<file path="src/rtl/nand_avalon_fifo.sv">
// -----------------------------------------------------------------------------
// nand_avalon_fifo
//
// Avalon-MM slave that connects a CPU to a NAND master core. It contains a
// TX FIFO (CPU -> core), an RX FIFO (core -> CPU), sticky status and error
// bits, a level interrupt, and a small FSM that hands one command byte at a
// time to the core.
//
// Parameters
//   NAND_DW     NAND data path width (8 or 16)
//   FIFO_DEPTH  entries per FIFO (power of 2, 2..128)
//
// Ports
//   clk, reset                  single clock, synchronous active-high reset
//   address/read/write          Avalon word address and strobes
//   writedata/readdata          32-bit data; readdata is registered (1 cycle)
//   irq                         registered level interrupt
//   core_cmd/core_activate      command byte and one-cycle start pulse
//   core_busy                   core is executing a command
//   core_tx_data/valid/pop      first-word fall-through TX FIFO head
//   core_rx_data/push           words from the core into the RX FIFO
//
// Register map (word addresses)
//   0 DATA    wr: push TX            rd: pop RX (0 and rx_underflow if empty)
//   1 CMD     wr: issue command      rd: 0
//   2 STATUS  rd: status bits        wr: write-1-to-clear on [12:8]
//   3 IRQ_EN  rd/wr bits [1:0]
//   4 LEVELS  rd: [7:0] tx_count, [23:16] rx_count
//   5 CTRL    wr: bit0 flush TX, bit1 flush RX
//   6, 7      rd: 0, writes ignored
// -----------------------------------------------------------------------------
module nand_avalon_fifo #(
    parameter int NAND_DW    = 8,
    parameter int FIFO_DEPTH = 16
) (
    input  logic               clk,
    input  logic               reset,
    input  logic [2:0]         address,
    input  logic               read,
    input  logic               write,
    input  logic [31:0]        writedata,
    output logic [31:0]        readdata,
    output logic               irq,
    output logic [7:0]         core_cmd,
    output logic               core_activate,
    input  logic               core_busy,
    output logic [NAND_DW-1:0] core_tx_data,
    output logic               core_tx_valid,
    input  logic               core_tx_pop,
    input  logic [NAND_DW-1:0] core_rx_data,
    input  logic               core_rx_push
);

    localparam int AW = $clog2(FIFO_DEPTH);
    localparam int CW = AW + 1;
    localparam logic [CW-1:0] DEPTH_C = CW'(FIFO_DEPTH);

    localparam logic [2:0] A_DATA   = 3'd0;
    localparam logic [2:0] A_CMD    = 3'd1;
    localparam logic [2:0] A_STATUS = 3'd2;
    localparam logic [2:0] A_IRQ_EN = 3'd3;
    localparam logic [2:0] A_LEVELS = 3'd4;
    localparam logic [2:0] A_CTRL   = 3'd5;

    typedef enum logic [1:0] {
        S_IDLE,
        S_ISSUE,
        S_WAIT_ACK,
        S_RUN
    } state_e;

    // ---------------------------------------------------------------- state
    state_e              state_q,       state_d;
    logic [2:0]          wait_cnt_q,    wait_cnt_d;
    logic [7:0]          core_cmd_q,    core_cmd_d;
    logic                cmd_pending_q, cmd_pending_d;

    logic [AW-1:0]       tx_wr_ptr_q,   tx_wr_ptr_d;
    logic [AW-1:0]       tx_rd_ptr_q,   tx_rd_ptr_d;
    logic [CW-1:0]       tx_count_q,    tx_count_d;
    logic [AW-1:0]       rx_wr_ptr_q,   rx_wr_ptr_d;
    logic [AW-1:0]       rx_rd_ptr_q,   rx_rd_ptr_d;
    logic [CW-1:0]       rx_count_q,    rx_count_d;

    logic                tx_ovf_q,      tx_ovf_d;
    logic                rx_udf_q,      rx_udf_d;
    logic                rx_ovf_q,      rx_ovf_d;
    logic                cmd_ovr_q,     cmd_ovr_d;
    logic                done_q,        done_d;
    logic [1:0]          irq_en_q,      irq_en_d;
    logic [31:0]         readdata_q,    readdata_d;
    logic                irq_q,         irq_d;

    logic [NAND_DW-1:0]  tx_mem_q [FIFO_DEPTH];
    logic [NAND_DW-1:0]  rx_mem_q [FIFO_DEPTH];

    // ------------------------------------------------------ decode / FIFOs
    logic wr_data, wr_cmd, wr_status, wr_irq_en, wr_ctrl, rd_data;
    logic tx_flush, rx_flush;
    logic tx_full, tx_empty, rx_full, rx_empty;
    logic tx_push, tx_pop, rx_push, rx_pop;
    logic tx_drop, rx_drop, rx_udf_evt;
    logic done_set, cmd_ovr_set;
    logic [31:0] status_word, levels_word;
    logic unused_wdata;

    // Only the low bits of writedata matter for most registers.
    assign unused_wdata = ^writedata;

    always_comb begin
        wr_data   = write && (address == A_DATA);
        wr_cmd    = write && (address == A_CMD);
        wr_status = write && (address == A_STATUS);
        wr_irq_en = write && (address == A_IRQ_EN);
        wr_ctrl   = write && (address == A_CTRL);
        rd_data   = read  && (address == A_DATA);

        tx_flush  = wr_ctrl && writedata[0];
        rx_flush  = wr_ctrl && writedata[1];

        tx_full   = (tx_count_q == DEPTH_C);
        tx_empty  = (tx_count_q == '0);
        rx_full   = (rx_count_q == DEPTH_C);
        rx_empty  = (rx_count_q == '0);

        // A same-cycle pop frees the slot before the push is judged, so a
        // full FIFO that is also being drained still accepts the new word.
        // A flush overrides everything on its FIFO and raises no error bits.
        tx_pop     = core_tx_pop && !tx_empty && !tx_flush;
        tx_push    = wr_data && (!tx_full || tx_pop) && !tx_flush;
        tx_drop    = wr_data && !tx_push && !tx_flush;

        rx_pop     = rd_data && !rx_empty && !rx_flush;
        rx_push    = core_rx_push && (!rx_full || rx_pop) && !rx_flush;
        rx_drop    = core_rx_push && !rx_push && !rx_flush;
        rx_udf_evt = rd_data && rx_empty && !rx_flush;

        if (tx_flush) begin
            tx_wr_ptr_d = '0;
            tx_rd_ptr_d = '0;
            tx_count_d  = '0;
        end else begin
            tx_wr_ptr_d = tx_push ? tx_wr_ptr_q + AW'(1) : tx_wr_ptr_q;
            tx_rd_ptr_d = tx_pop  ? tx_rd_ptr_q + AW'(1) : tx_rd_ptr_q;
            tx_count_d  = tx_count_q + CW'(tx_push) - CW'(tx_pop);
        end

        if (rx_flush) begin
            rx_wr_ptr_d = '0;
            rx_rd_ptr_d = '0;
            rx_count_d  = '0;
        end else begin
            rx_wr_ptr_d = rx_push ? rx_wr_ptr_q + AW'(1) : rx_wr_ptr_q;
            rx_rd_ptr_d = rx_pop  ? rx_rd_ptr_q + AW'(1) : rx_rd_ptr_q;
            rx_count_d  = rx_count_q + CW'(rx_push) - CW'(rx_pop);
        end
    end

    // -------------------------------------------------------- command FSM
    always_comb begin
        // NOTE: every signal written here gets a default first, so no path
        // through the case can leave one unassigned and infer a latch.
        state_d       = state_q;
        wait_cnt_d    = wait_cnt_q;
        core_cmd_d    = core_cmd_q;
        cmd_pending_d = cmd_pending_q;
        done_set      = 1'b0;
        cmd_ovr_set   = 1'b0;
        core_activate = 1'b0;

        case (state_q)
            S_IDLE: begin
                if (wr_cmd) begin
                    core_cmd_d    = writedata[7:0];
                    cmd_pending_d = 1'b1;
                    state_d       = S_ISSUE;
                end
            end
            S_ISSUE: begin
                core_activate = 1'b1;
                wait_cnt_d    = '0;
                state_d       = S_WAIT_ACK;
            end
            S_WAIT_ACK: begin
                // Give the core four cycles to raise busy; a core that never
                // acknowledges is treated as having finished instantly.
                if (core_busy) begin
                    state_d = S_RUN;
                end else if (wait_cnt_q == 3'd3) begin
                    state_d       = S_IDLE;
                    done_set      = 1'b1;
                    cmd_pending_d = 1'b0;
                end else begin
                    wait_cnt_d = wait_cnt_q + 3'd1;
                end
            end
            S_RUN: begin
                if (!core_busy) begin
                    state_d       = S_IDLE;
                    done_set      = 1'b1;
                    cmd_pending_d = 1'b0;
                end
            end
            default: state_d = S_IDLE;
        endcase

        if (wr_cmd && (state_q != S_IDLE)) begin
            cmd_ovr_set = 1'b1;
        end
    end

    // ------------------------------------------- status, registers, readback
    always_comb begin
        status_word     = '0;
        status_word[0]  = core_busy;
        status_word[1]  = cmd_pending_q;
        status_word[2]  = tx_full;
        status_word[3]  = tx_empty;
        status_word[4]  = rx_full;
        status_word[5]  = rx_empty;
        status_word[8]  = tx_ovf_q;
        status_word[9]  = rx_udf_q;
        status_word[10] = rx_ovf_q;
        status_word[11] = cmd_ovr_q;
        status_word[12] = done_q;

        levels_word           = '0;
        levels_word[CW-1:0]   = tx_count_q;
        levels_word[16 +: CW] = rx_count_q;

        // Sticky bits: a new event in the same cycle as a clear wins.
        tx_ovf_d  = tx_drop     | (tx_ovf_q  & ~(wr_status & writedata[8]));
        rx_udf_d  = rx_udf_evt  | (rx_udf_q  & ~(wr_status & writedata[9]));
        rx_ovf_d  = rx_drop     | (rx_ovf_q  & ~(wr_status & writedata[10]));
        cmd_ovr_d = cmd_ovr_set | (cmd_ovr_q & ~(wr_status & writedata[11]));
        done_d    = done_set    | (done_q    & ~(wr_status & writedata[12]));

        irq_en_d = wr_irq_en ? writedata[1:0] : irq_en_q;

        irq_d = (done_q & irq_en_q[0])
              | ((tx_ovf_q | rx_udf_q | rx_ovf_q | cmd_ovr_q) & irq_en_q[1]);

        readdata_d = readdata_q;
        if (read) begin
            case (address)
                A_DATA:   readdata_d = rx_empty ? 32'h0 : 32'(rx_mem_q[rx_rd_ptr_q]);
                A_STATUS: readdata_d = status_word;
                A_IRQ_EN: readdata_d = {30'h0, irq_en_q};
                A_LEVELS: readdata_d = levels_word;
                default:  readdata_d = 32'h0;
            endcase
        end
    end

    // ------------------------------------------------------------ registers
    // NOTE: sequential state uses non-blocking assignments only, so every
    // flop samples its _d value from before the edge regardless of order.
    always_ff @(posedge clk) begin
        if (reset) begin
            state_q       <= S_IDLE;
            wait_cnt_q    <= '0;
            core_cmd_q    <= '0;
            cmd_pending_q <= 1'b0;
            tx_wr_ptr_q   <= '0;
            tx_rd_ptr_q   <= '0;
            tx_count_q    <= '0;
            rx_wr_ptr_q   <= '0;
            rx_rd_ptr_q   <= '0;
            rx_count_q    <= '0;
            tx_ovf_q      <= 1'b0;
            rx_udf_q      <= 1'b0;
            rx_ovf_q      <= 1'b0;
            cmd_ovr_q     <= 1'b0;
            done_q        <= 1'b0;
            irq_en_q      <= '0;
            readdata_q    <= '0;
            irq_q         <= 1'b0;
        end else begin
            state_q       <= state_d;
            wait_cnt_q    <= wait_cnt_d;
            core_cmd_q    <= core_cmd_d;
            cmd_pending_q <= cmd_pending_d;
            tx_wr_ptr_q   <= tx_wr_ptr_d;
            tx_rd_ptr_q   <= tx_rd_ptr_d;
            tx_count_q    <= tx_count_d;
            rx_wr_ptr_q   <= rx_wr_ptr_d;
            rx_rd_ptr_q   <= rx_rd_ptr_d;
            rx_count_q    <= rx_count_d;
            tx_ovf_q      <= tx_ovf_d;
            rx_udf_q      <= rx_udf_d;
            rx_ovf_q      <= rx_ovf_d;
            cmd_ovr_q     <= cmd_ovr_d;
            done_q        <= done_d;
            irq_en_q      <= irq_en_d;
            readdata_q    <= readdata_d;
            irq_q         <= irq_d;
        end
    end

    // NOTE: FIFO storage is deliberately not reset; the counts gate every
    // use of it, so stale contents are never observable and the arrays can
    // map onto plain RAM.
    always_ff @(posedge clk) begin
        if (tx_push) begin
            tx_mem_q[tx_wr_ptr_q] <= writedata[NAND_DW-1:0];
        end
        if (rx_push) begin
            rx_mem_q[rx_wr_ptr_q] <= core_rx_data;
        end
    end

    assign readdata      = readdata_q;
    assign irq           = irq_q;
    assign core_cmd      = core_cmd_q;
    assign core_tx_data  = tx_mem_q[tx_rd_ptr_q];
    assign core_tx_valid = !tx_empty;

endmodule

</file>
<file path="config.mk">
export PLATFORM = sky130hd
export DESIGN_NAME = nand_avalon_fifo
export DESIGN_NICKNAME = d
export VERILOG_FILES = /design/src/rtl/nand_avalon_fifo.sv
export SDC_FILE = /design/constraint.sdc
export NUM_CORES = 1
export LEC_CHECK = 0
export CORE_MARGIN = 2
export CORE_UTILIZATION = 58
export DETAILED_ROUTE_END_ITERATION = 8
export HOLD_SLACK_MARGIN = 0.08
export PLACE_DENSITY = 0.78
export SYNTH_ARGS = -nofsm -noshare
export SYNTH_HDL_FRONTEND = slang
export SYNTH_SLANG_ARGS = --single-unit
</file>
<file path="constraint.sdc">
create_clock -name clk -period 4.2 [get_ports clk]
set_input_delay 0.84 -clock clk [delete_from_list [all_inputs] [get_ports clk]]
set_output_delay 0.84 -clock clk [all_outputs]
set_load 0.01 [all_outputs]
</file>
After elaboration in Yosys (flattened, before gate mapping)

Memories as Yosys holds them, arrays and structs flattened. A register that Yosys moved wholly into a read port is not among the register bits.
Index checks and enable logic that the tools add are counted.

Register bits: 80
Memory bits (writable): 256
Input bits: 50
Output and inout bits: 51
Memories kept: 2

$add $sub $neg: 9
Eq/ne operators: 17
Mux-type cells: 29
Bitwise gates (word level): 26
Reductions and logical operators: 46

Memory list:

| name     | words | width | read ports | clocked after memory_dff | write ports | line | source |
|---|---|---|---|---|---|---|---|
| rx_mem_q | 16    | 8     | 1          | 1                        | 1           | 95   | `logic [NAND_DW-1:0] rx_mem_q [FIFO_DEPTH];` |
| tx_mem_q | 16    | 8     | 1          | 1                        | 1           | 94   | `logic [NAND_DW-1:0] tx_mem_q [FIFO_DEPTH];` |

Operator list:

| operator                                       | count |
|---|---|
| case mux 21 bit (4 select lines)               | 1 |
| logical AND 1 bit                              | 23 |
| adder 4 x 1 -> 4 bit (second input constant)   | 4 |
| two-way mux 4 bit                              | 4 |
| two-way mux 1 bit                              | 13 |
| bitwise AND 1 bit                              | 12 |
| adder 5 x 1 -> 5 bit                           | 2 |
| == test 5 bit (second input constant)          | 2 |
| zero test 5 bit                                | 2 |
| != test 2 bit (second input constant)          | 5 |
| subtractor 5 x 1 -> 5 bit                      | 2 |
| == test 3 x 2 -> 1 bit (second input constant) | 3 |
| OR 1 bit                                       | 9 |
| zero test 1 bit                                | 8 |
| two-way mux 2 bit                              | 4 |
| two-way mux 8 bit                              | 1 |
| case mux 2 bit (4 select lines)                | 1 |
| == test 3 bit (second input constant)          | 2 |
| two-way mux 3 bit                              | 2 |
| case mux 3 bit (2 select lines)                | 1 |
| AND reduction 3 bit                            | 2 |
| inverter 1 bit                                 | 5 |
| AND reduction 5 bit                            | 1 |
| == test 2 bit (second input constant)          | 2 |
| other kinds (13)                               | 16 |

Logic depth before layout (Yosys ltp)

Gate-level depths: netlist of run 1.

Word-level depth: 12
Mapped depth: 14
Mapped depth without buffers: 13

Least setup slack after synthesis of run 1

Ideal clock, no wire load.

Path kind: input to register
From: input port address[0]
To: register rx_count_q[4]
Library setup time: 70 ps
Data arrival time: 3378 ps
Data required time: 4130 ps
Path slack: 752 ps
Stages on the path: 11
Path buffers: 0
Cells stage by stage: or4b_4 -> a221oi_4 -> inv_1 -> ha_1 -> inv_1 -> ha_1 -> fa_1 -> a21oi_1 -> nor2_1 -> or3_1 -> a21oi_1

Longest elaborated chain between the ends: 10

RTL lines:

| element                        | line     | source |
|---|---|---|
| start: declaration             | 38       | `input logic [2:0] address,` |
| == test 3 bit                  | 115      | `wr_ctrl = write && (address == A_CTRL);` |
| logical AND 1 bit              | 115      |  |
| logical AND 1 bit              | 119      | `rx_flush = wr_ctrl && writedata[1];` |
| zero test 1 bit                | 133, 134 |  |
| logical AND 1 bit              | 133      | `rx_pop = rd_data && !rx_empty && !rx_flush;` |
| logical OR 1 bit               | 134      | `rx_push = core_rx_push && (!rx_full \|\| rx_pop) && !rx_flush;` |
| logical AND 1 bit (2 in a row) | 134      |  |
| adder 5 x 1 -> 5 bit           | 155      | `rx_count_d = rx_count_q + CW'(rx_push) - CW'(rx_pop);` |
| subtractor 5 x 1 -> 5 bit      | 155      |  |
| end signal: assignment         | 288      | `rx_count_q <= rx_count_d;` |
| end: declaration               | 83       | `logic [CW-1:0] rx_count_q, rx_count_d;` |

Parallel ways exist; a longest one is shown, timed or not.
A chain may end at the register's enable or synchronous reset.

==> flow_summary.json, run 1 <==
{
  "outcome": "finished clean",
  "drt-initial-drc-count": 618,
  "path_class": "reg2out",
  "fillerInstances": 1466,
  "synth_area_sq_um": 13280,
  "die_area_sq_um": 24120,
  "slew_headroom": 0.3442,
  "die_w_um": 155.3,
  "synth_warnings": 0,
  "dp_hpwl_mm": 17.52,
  "grt_pass1_wl_mm": 42.76,
  "finalWeightedCongestion": 0.7845,
  "fp.coreArea_sq_um": 22570,
  "drt-wirelength-per-cell_um": 22.12,
  "crit_required_ns": 3.36,
  "syn_inst": 821,
  "antenna_found_initial": 0,
  "io_buffers": 67,
  "multi_input_area_sq_um": 3777,
  "period_needed_ns": 3.543,
  "async_reset_ff_frac": 0,
  "setup_viol": 0,
  "first_pass_iters": 5,
  "hold_start": "readdata[6]",
  "fin_crit_sh": 0.8435,
  "track_usage": 0.2361,
  "pin_count": 101,
  "fin_area_sq_um": 15720,
  "hold_class": "reg2reg",
  "cp.arrival_ns": 2.70,
  "p_leak_uw": 0.005343,
  "h-tree-depth": 2,
  "seq_area_frac_synth": 0.6905,
  "drive_above_1_share": 0.1935,
  "cts_made_buffers": 34,
  "cts_buffer_depth": 3,
  "ant_nets": 0,
  "crit_fanout": 32,
  "layout_common_cells": "256 x edfxtp_1, 85 x nor2_1, 73 x dfxtp_1, 68 x mux4_2, 66 x clkdlybuf4s50_1",
  "maxCapViolations": 0,
  "syn_area_per_cell_sq_um": 16.17,
  "seqCellArea_sq_um": 9170,
  "vias": 7317,
  "reg2reg_from": "rx_count_q[3]",
  "fmax_mhz": 282.3,
  "setup-tns-final_ns": 0,
  "diodes": 0,
  "area_growth_pct": 18.40,
  "routed_via_density": 5.872,
  "num_rows": 55,
  "path_clk_slew_ns": 0.06,
  "grt_setup_unrepaired": "no",
  "cts_setup_buffers": 0,
  "clock-root-buffer": "clkbuf_16",
  "synth_seq_cells": 330,
  "dpl_cell_area_sq_um": 14470,
  "slowest_stage": "mux4_2",
  "synth_ff_type": "edfxtp_1",
  "ctsResizeCount": 0,
  "worstSetupStartpointType": "flop",
  "fin_nets": 1011,
  "end_kind": "output pin",
  "initial_core_util": 0.5883,
  "worst_path_most_repeated_cell": "mux4_2",
  "timing.final.hold_violations": 0,
  "hold_buffers": 0,
  "clock_latency_ns": 0.51,
  "ys_types": 55,
  "synth_enable_flop_cells": 256,
  "layout_commonest_cell": "edfxtp_1",
  "grt_pass1_vias": 7453,
  "die_h_um": 155.3,
  "ir_drop_uv": 521.4,
  "slowest_delay_ns": 0.59,
  "crit_chain": "buf_12, mux4_2, mux4_2, clkdlybuf4s50_1",
  "fin_util": 0.6966,
  "wirelength_mm": 27.56,
  "drcViolationCount": 0,
  "clock-sinks": 330,
  "grt_overflow": 0,
  "power_density_nw_per_um2": 520.9,
  "grt_max_degree": 34,
  "tightest_slew_ns": 0.9824,
  "fin_skew_ns": 0.01280,
  "tritoncts": "done",
  "final_max_slew_viol_count": 0
}
==> cells by family after synthesis <==
logic type	share of synthesized area
compound gates	0.04146
xor+xnor	0.01187
fa+ha+maj	0.02563
buf+inv	0.02874
flops	0.6905
mux	0.1339
other cells	0.0002824
simple gates	0.06765
==> path summary, 6_finish.rpt <==
| path | endpoint | slack [ns] | cells past startpoint |
|---|---|---|---|
| max reg2reg | rx_count_q[4] | 0.93 | 13 |
| min reg2reg | readdata[6] | 0.48 | 1 |
| min | readdata[6] | 0.48 | 1 |
| max | core_tx_data[0] | 0.66 | 4 |
==> flip-flops by register name (all words and copies together), names as in the netlist, 5 cells and up, named ones only <==
name        flops
rx_mem_q      128
tx_mem_q      128
readdata       18
core_cmd        8
rx_count_q      5
tx_count_q      5
==> stage by stage <==
stage	total power (uW)	instances	hold slack, ns	setup WS [ns]
floorplan	4562	834	0.4336	0.7523
global placement	4920	1184	0.4380	0.3106
detailed placement	4955	1184	0.4617	0.2866
CTS	8252	1246	0.4760	0.6280
global route	8518	1246	0.4934	0.5474
finish	8189	1246	0.4781	0.6575
==> synthesized netlist by cell type (4+ instances only) <==
library cell | number | area (sq um)
edfxtp_1 | 256 | 7687
nand2_1 | 31 | 116.4
nor2b_1 | 21 | 131.4
dfxtp_1 | 74 | 1481
buf_4 | 17 | 127.6
nor2_1 | 85 | 319.1
buf_1 | 8 | 30.03
mux2_2 | 5 | 56.30
o21ai_0 | 15 | 75.07
ha_1 | 24 | 300.3
inv_1 | 27 | 101.4
nand2b_1 | 12 | 75.07
a211oi_1 | 7 | 52.55
a2111oi_0 | 4 | 35.03
nand4_1 | 6 | 37.54
nor3_1 | 11 | 55.05
a22oi_1 | 4 | 30.03
xor2_1 | 11 | 96.34
clkbuf_1 | 17 | 63.81
mux2i_1 | 19 | 190.2
nand3_1 | 6 | 30.03
a21oi_1 | 34 | 170.2
xnor2_1 | 7 | 61.31
buf_2 | 11 | 55.05
mux4_2 | 68 | 1531
a21o_1 | 5 | 37.54
==> worst max-delay path: cells and delay by family, from the launching register on <==
| family | cells | cell delay, ns |
|---|---|---|
| mux | 2 | 1.09 |
| buf+inv | 2 | 0.74 |
| flops | 1 | 0.34 |
==> power by group <==
part	leakage, uW	switching, uW	internal, uW
clock network	0.000620	1190	2100
registers	0.00291	82.8	3620
logic	0.00182	589	599
total	0.00534	1860	6330
==> layout make-up <==
class / instances / area share
tap: 285 / 0.02268
inverter: 28 / 0.006685
clock buffer: 47 / 0.06390
sequential: 330 / 0.5832
multi-input combinational: 423 / 0.2403
clock inverter: 15 / 0.01576
timing repair buffer: 118 / 0.06748
==> metal layers <==
layer	part of all wire	up-vias	GRT usage
met5	0	-	0
met4	0.023	0	0.06597
met3	0.054	48	0.04206
met2	0.52	225	0.4125
met1	0.40	3719	0.3083
li1	-	3325	-
(Power assumes the default switching activity.)
==> inputs of run 2 (changes only) <==
- clock period: 4.2 -> 3.4 ns (I/O delays scaled with it)
==> run 2 against run 1 <==
Net effect: utilization shrank 0.28 points; sequential share of layout area grew 0.25 points; first-iteration DRC count grew 0.81%; clock skew shrank 0.0056 ns; critical path type unchanged; power grew 16%; setup slack lost 0.60 ns; cell count grew 1.3%; largest cell class unchanged.
==> flow_summary.json, run 2 (synthesized netlist as in run 1, its figures left out) <==
{
  "layout_common_cells": "256 x edfxtp_1, 85 x nor2_1, 73 x dfxtp_1, 70 x buf_4, 68 x mux4_2",
  "die_w_um": 155.3,
  "h-tree-depth": 1,
  "tritoncts": "done",
  "grt_overflow": 0,
  "diodes": 0,
  "setup_viol": 0,
  "setup-tns-final_ns": 0,
  "slew_headroom": 0.4878,
  "path_clk_slew_ns": 0.06,
  "fmax_mhz": 299.4,
  "setup_ws_ns": 0.05959,
  "worstSetupStartpointType": "flop",
  "r2r_cells": 13,
  "cts_buffer_depth": 3,
  "tightest_slew_ns": 0.7658,
  "slowest_delay_ns": 0.56,
  "grt_pass1_wl_mm": 42.12,
  "hold_class": "reg2reg",
  "end_kind": "output pin",
  "drive_above_1_share": 0.2016,
  "dpl_cell_area_sq_um": 14630,
  "drcViolationCount": 0,
  "area_growth_pct": 17.93,
  "place_ws_ns": -0.3437,
  "drt-initial-drc-count": 623,
  "final_max_slew_viol_count": 0,
  "period_needed_ns": 3.340,
  "dp_hpwl_mm": 18.19,
  "crit_required_ns": 2.72,
  "ant_nets": 0,
  "ir_drop_uv": 441.0,
  "fillerInstances": 1487,
  "initial_core_util": 0.5883,
  "clock-sinks": 330,
  "first_pass_iters": 5,
  "fin_crit_sh": 0.9825,
  "hold_depth": 1,
  "worst-path-stages": 4,
  "die_h_um": 155.3,
  "fin_nets": 1029,
  "grt_max_degree": 34,
  "reg2reg_from": "rx_count_q[2]",
  "grt_setup_unrepaired": "no",
  "wirelength_mm": 27.22,
  "antenna_found_initial": 0,
  "outcome": "finished clean",
  "power_density_nw_per_um2": 604.6,
  "cp.arrival_ns": 2.66,
  "fin_skew_ns": 0.007186,
  "maxCapViolations": 0,
  "timing.final.hold_violations": 0,
  "slowest_stage": "mux4_2",
  "finalWeightedCongestion": 0.8500,
  "num_rows": 55,
  "fp.coreArea_sq_um": 22570,
  "clock-root-buffer": "clkbuf_16",
  "crit_buf_inv": 2,
  "p_leak_uw": 0.005366,
  "path_class": "reg2out",
  "hold_start": "readdata[7]",
  "drt-wirelength-per-cell_um": 21.56,
  "clock_latency_ns": 0.55,
  "routed_via_density": 5.772,
  "vias": 7284,
  "cp_top_family": "multiplexers",
  "die_area_sq_um": 24120,
  "layout_commonest_cell": "edfxtp_1",
  "pin_count": 101,
  "grt_pass1_vias": 7516,
  "crit_fanout": 14,
  "crit_chain": "buf_12, mux4_2, mux4_2, clkdlybuf4s50_1",
  "io_buffers": 67,
  "worst_path_most_repeated_cell": "mux4_2",
  "fin_area_sq_um": 15660,
  "cts_made_buffers": 31,
  "track_usage": 0.2313
}
==> run 2: cell types whose count changed in the layout (fill, tap and decap cells not counted), sizes merged, moves of 3 or more <==
cell,before,now
buf,52,73
clkinv,8,5
bufinv,7,0
inv,28,31
==> run 2: final timing paths <==
path	end	slack [ns]
setup / recovery	core_tx_data[3]	0.06
setup reg to reg	rx_count_q[4]	0.45
hold / removal	readdata[7]	0.48
hold reg to reg	readdata[7]	0.48
==> run 2: layer usage <==
metal	share of wire	GRT usage	up-vias
met3	0.042	0.03426	51
met4	0.020	0.05286	0
met1	0.40	0.2853	3687
met2	0.54	0.4330	175
met5	0	0	-
li1	-	-	3371
==> run 2: layout make-up <==
| cell class | count | area [sq um] | share of cell area |
|---|---|---|---|
| multi-input cells | 423 | 3777 | 0.2412 |
| clock inverters | 8 | 35.03 | 0.002237 |
| flip-flops and latches | 330 | 9173 | 0.5857 |
| clock buffers | 49 | 977.2 | 0.06240 |
| repair buffers | 139 | 1236 | 0.07894 |
| well taps | 285 | 356.6 | 0.02277 |
| inverters | 28 | 105.1 | 0.006711 |
==> run 2: stage by stage <==
| stage | std cells | utilization | hold slack [ns] | power, uW |
|---|---|---|---|---|
| after detailed placement | 1203 | 0.6479 | 0.4658 | 6196 |
| after global routing | 1262 | 0.6938 | 0.5004 | 9854 |
| after floorplan | 834 | - | 0.4336 | 5635 |
| after global placement | 1203 | 0.6479 | 0.4578 | 6158 |
| final | 1262 | 0.6938 | 0.4797 | 9468 |
| after CTS | 1262 | 0.6936 | 0.4849 | 9543 |
==> run 2: power by group <==
| group | internal [uW] | switching [uW] |
|---|---|---|
| logic | 809 | 735 |
| clock network | 1960 | 1380 |
| registers | 4480 | 108 |
==> run 2: repair_timing <==
item	in CTS	in global routing
hold buffers	0	0
buffers inserted	2	0
gates resized for setup	1	2
cloned	0	0
endpoints found under the setup margin	8	2
endpoints found under the hold margin	0	0
==> run 2: worst reg2reg max path, stage by stage, from the launching register on <==
cell,delay (ns)
dfxtp_1,0.36
inv_1,0.07
ha_1,0.21
and4bb_2,0.29
a221oi_4,0.26
inv_1,0.07
ha_1,0.27
inv_1,0.04
ha_1,0.20
fa_1,0.42
a21oi_1,0.15
nor2_1,0.06
or3_1,0.34
a21oi_1,0.13
==> inputs of run 3 (changes only) <==
- CELL_PAD_IN_SITES_DETAIL_PLACEMENT: default -> 1
- CELL_PAD_IN_SITES_GLOBAL_PLACEMENT: default -> 2
- CORE_UTILIZATION: 58 -> 43
==> run 3 against run 2 <==
Net effect: via count increased by 0.62%; utilization decreased by 17 points; first-iteration DRC count decreased by 30%; die area increased by 34%; critical path type unchanged; largest cell class unchanged; largest power group unchanged.
==> flow_summary.json, run 3 (synthesized netlist as in run 1, its figures left out) <==
{
  "outcome": "finished clean",
  "grt_overflow": 0,
  "track_usage": 0.1965,
  "place_ws_ns": -0.3437,
  "die_area_sq_um": 32300,
  "num_rows": 64,
  "fillerInstances": 2873,
  "path_clk_slew_ns": 0.06,
  "pin_count": 101,
  "clock-root-buffer": "clkbuf_16",
  "initial_core_util": 0.4352,
  "diodes": 0,
  "power_density_nw_per_um2": 642.2,
  "drt-wirelength-per-cell_um": 22.39,
  "grt_pass1_vias": 8146,
  "fp.coreArea_sq_um": 30510,
  "hold_class": "reg2reg",
  "finalWeightedCongestion": 0.7999,
  "setup_ws_ns": 0.07724,
  "die_h_um": 179.7,
  "layout_commonest_cell": "edfxtp_1",
  "timing.final.hold_violations": 0,
  "power.share.sequential": 0.445,
  "cp.arrival_ns": 2.64,
  "path_class": "reg2out",
  "period_needed_ns": 3.323,
  "worstSetupStartpointType": "flop",
  "wirelength_mm": 30.90,
  "swShare": 0.2355,
  "tritoncts": "done",
  "fin_nets": 1034,
  "fmax_mhz": 301.0,
  "setup_viol": 0,
  "seqCellArea_sq_um": 9173,
  "area_growth_pct": 21.11,
  "p_leak_uw": 0.005475,
  "internal-power_uw": 7895,
  "drt-initial-drc-count": 436,
  "clock-sinks": 330,
  "dp_hpwl_mm": 20.57,
  "p_clk_frac": 0.400,
  "cts_buffer_depth": 3,
  "switching_power_uw": 2432,
  "hold_buffers": 0,
  "reg2reg_from": "tx_count_q[3]",
  "maxCapViolations": 0,
  "crit_required_ns": 2.72,
  "tightest_slew_ns": 0.9397,
  "ant_nets": 0,
  "grt_setup_unrepaired": "no",
  "multi_input_area_sq_um": 3777,
  "routed_via_density": 5.311,
  "drive_above_1_share": 0.2093,
  "first_pass_iters": 4,
  "layout_common_cells": "256 x edfxtp_1, 85 x nor2_1, 73 x dfxtp_1, 68 x mux4_2, 67 x buf_4",
  "end_kind": "output pin",
  "die_w_um": 179.7,
  "hold_start": "readdata[6]",
  "dp_cells": 1312,
  "r2r_cells": 12,
  "fin_cells": 1380,
  "grt_pass1_wl_mm": 48.80,
  "h-tree-depth": 2,
  "clock_latency_ns": 0.52,
  "drcViolationCount": 0,
  "final_max_slew_viol_count": 0,
  "vias": 7329,
  "pwr-share-comb": 0.155,
  "slew_headroom": 0.3727,
  "io_buffers": 67,
  "fin_crit_sh": 0.9773,
  "cts_made_buffers": 36,
  "hold_depth": 1,
  "grt_max_degree": 34,
  "ir_drop_uv": 515.6,
  "fin_skew_ns": 0.01520,
  "antenna_found_initial": 0,
  "crit_fanout": 8
}
-- run 3: area by class of cell --
class | instances | area share
clock buffer | 43 | 0.05827
clock inverter | 21 | 0.01984
inverter | 28 | 0.006535
multi-input combinational | 423 | 0.2349
sequential | 330 | 0.5704
tap | 396 | 0.03081
timing repair buffer | 139 | 0.07928
-- run 3: stage by stage --
step	hold WS, ns	util	area (sq um)	TNS, ns	total power [uW]
2_1_floorplan	0.4336	-	13330	0	5635
3_3_place_gp	0.4388	0.4843	14770	-0.5412	6208
3_5_place_dp	0.4563	0.4843	14770	-0.6808	6252
4_1_cts	0.4748	0.5271	16080	0	10430
5_1_grt	0.4943	0.5271	16080	0	10730
6_report	0.4728	0.5271	16080	0	10330
-- run 3: critical path, cell delays in order, from the launching register on --
cell             delay, ns
dfxtp_4               0.43
buf_12                0.16
mux4_2                0.54
mux4_2                0.50
clkdlybuf4s50_1       0.50
-- run 3: repair_timing --
item                                    4_1_cts  5_1_grt
endpoints found under the setup margin        8        0
resized for setup                             6        0
buffers inserted                              3        0
-- run 3: final timing paths --
check | endpoint | slack [ns]
worst max-delay path | core_tx_data[2] | 0.08
worst min register to register | readdata[6] | 0.47
worst min-delay path | readdata[6] | 0.47
worst max register to register | tx_count_q[4] | 0.36
-- run 3: power groups by stage --
stage / sequential, uW / combinational [uW] / clock (uW)
6_report: 4600 / 1600 / 4130
5_1_grt: 4610 / 1770 / 4350
4_1_cts: 4600 / 1630 / 4200
3_5_place_dp: 4690 / 1560 / 0
3_3_place_gp: 4690 / 1520 / 0
2_1_floorplan: 4620 / 1010 / 0
-- run 3: metal layers --
layer	up-vias	GRT usage	wire (um)
met2	131	0.3554	16370
met4	0	0.05333	660
met1	3788	0.2472	12940
met5	-	0	0
li1	3371	-	-
met3	39	0.02776	924
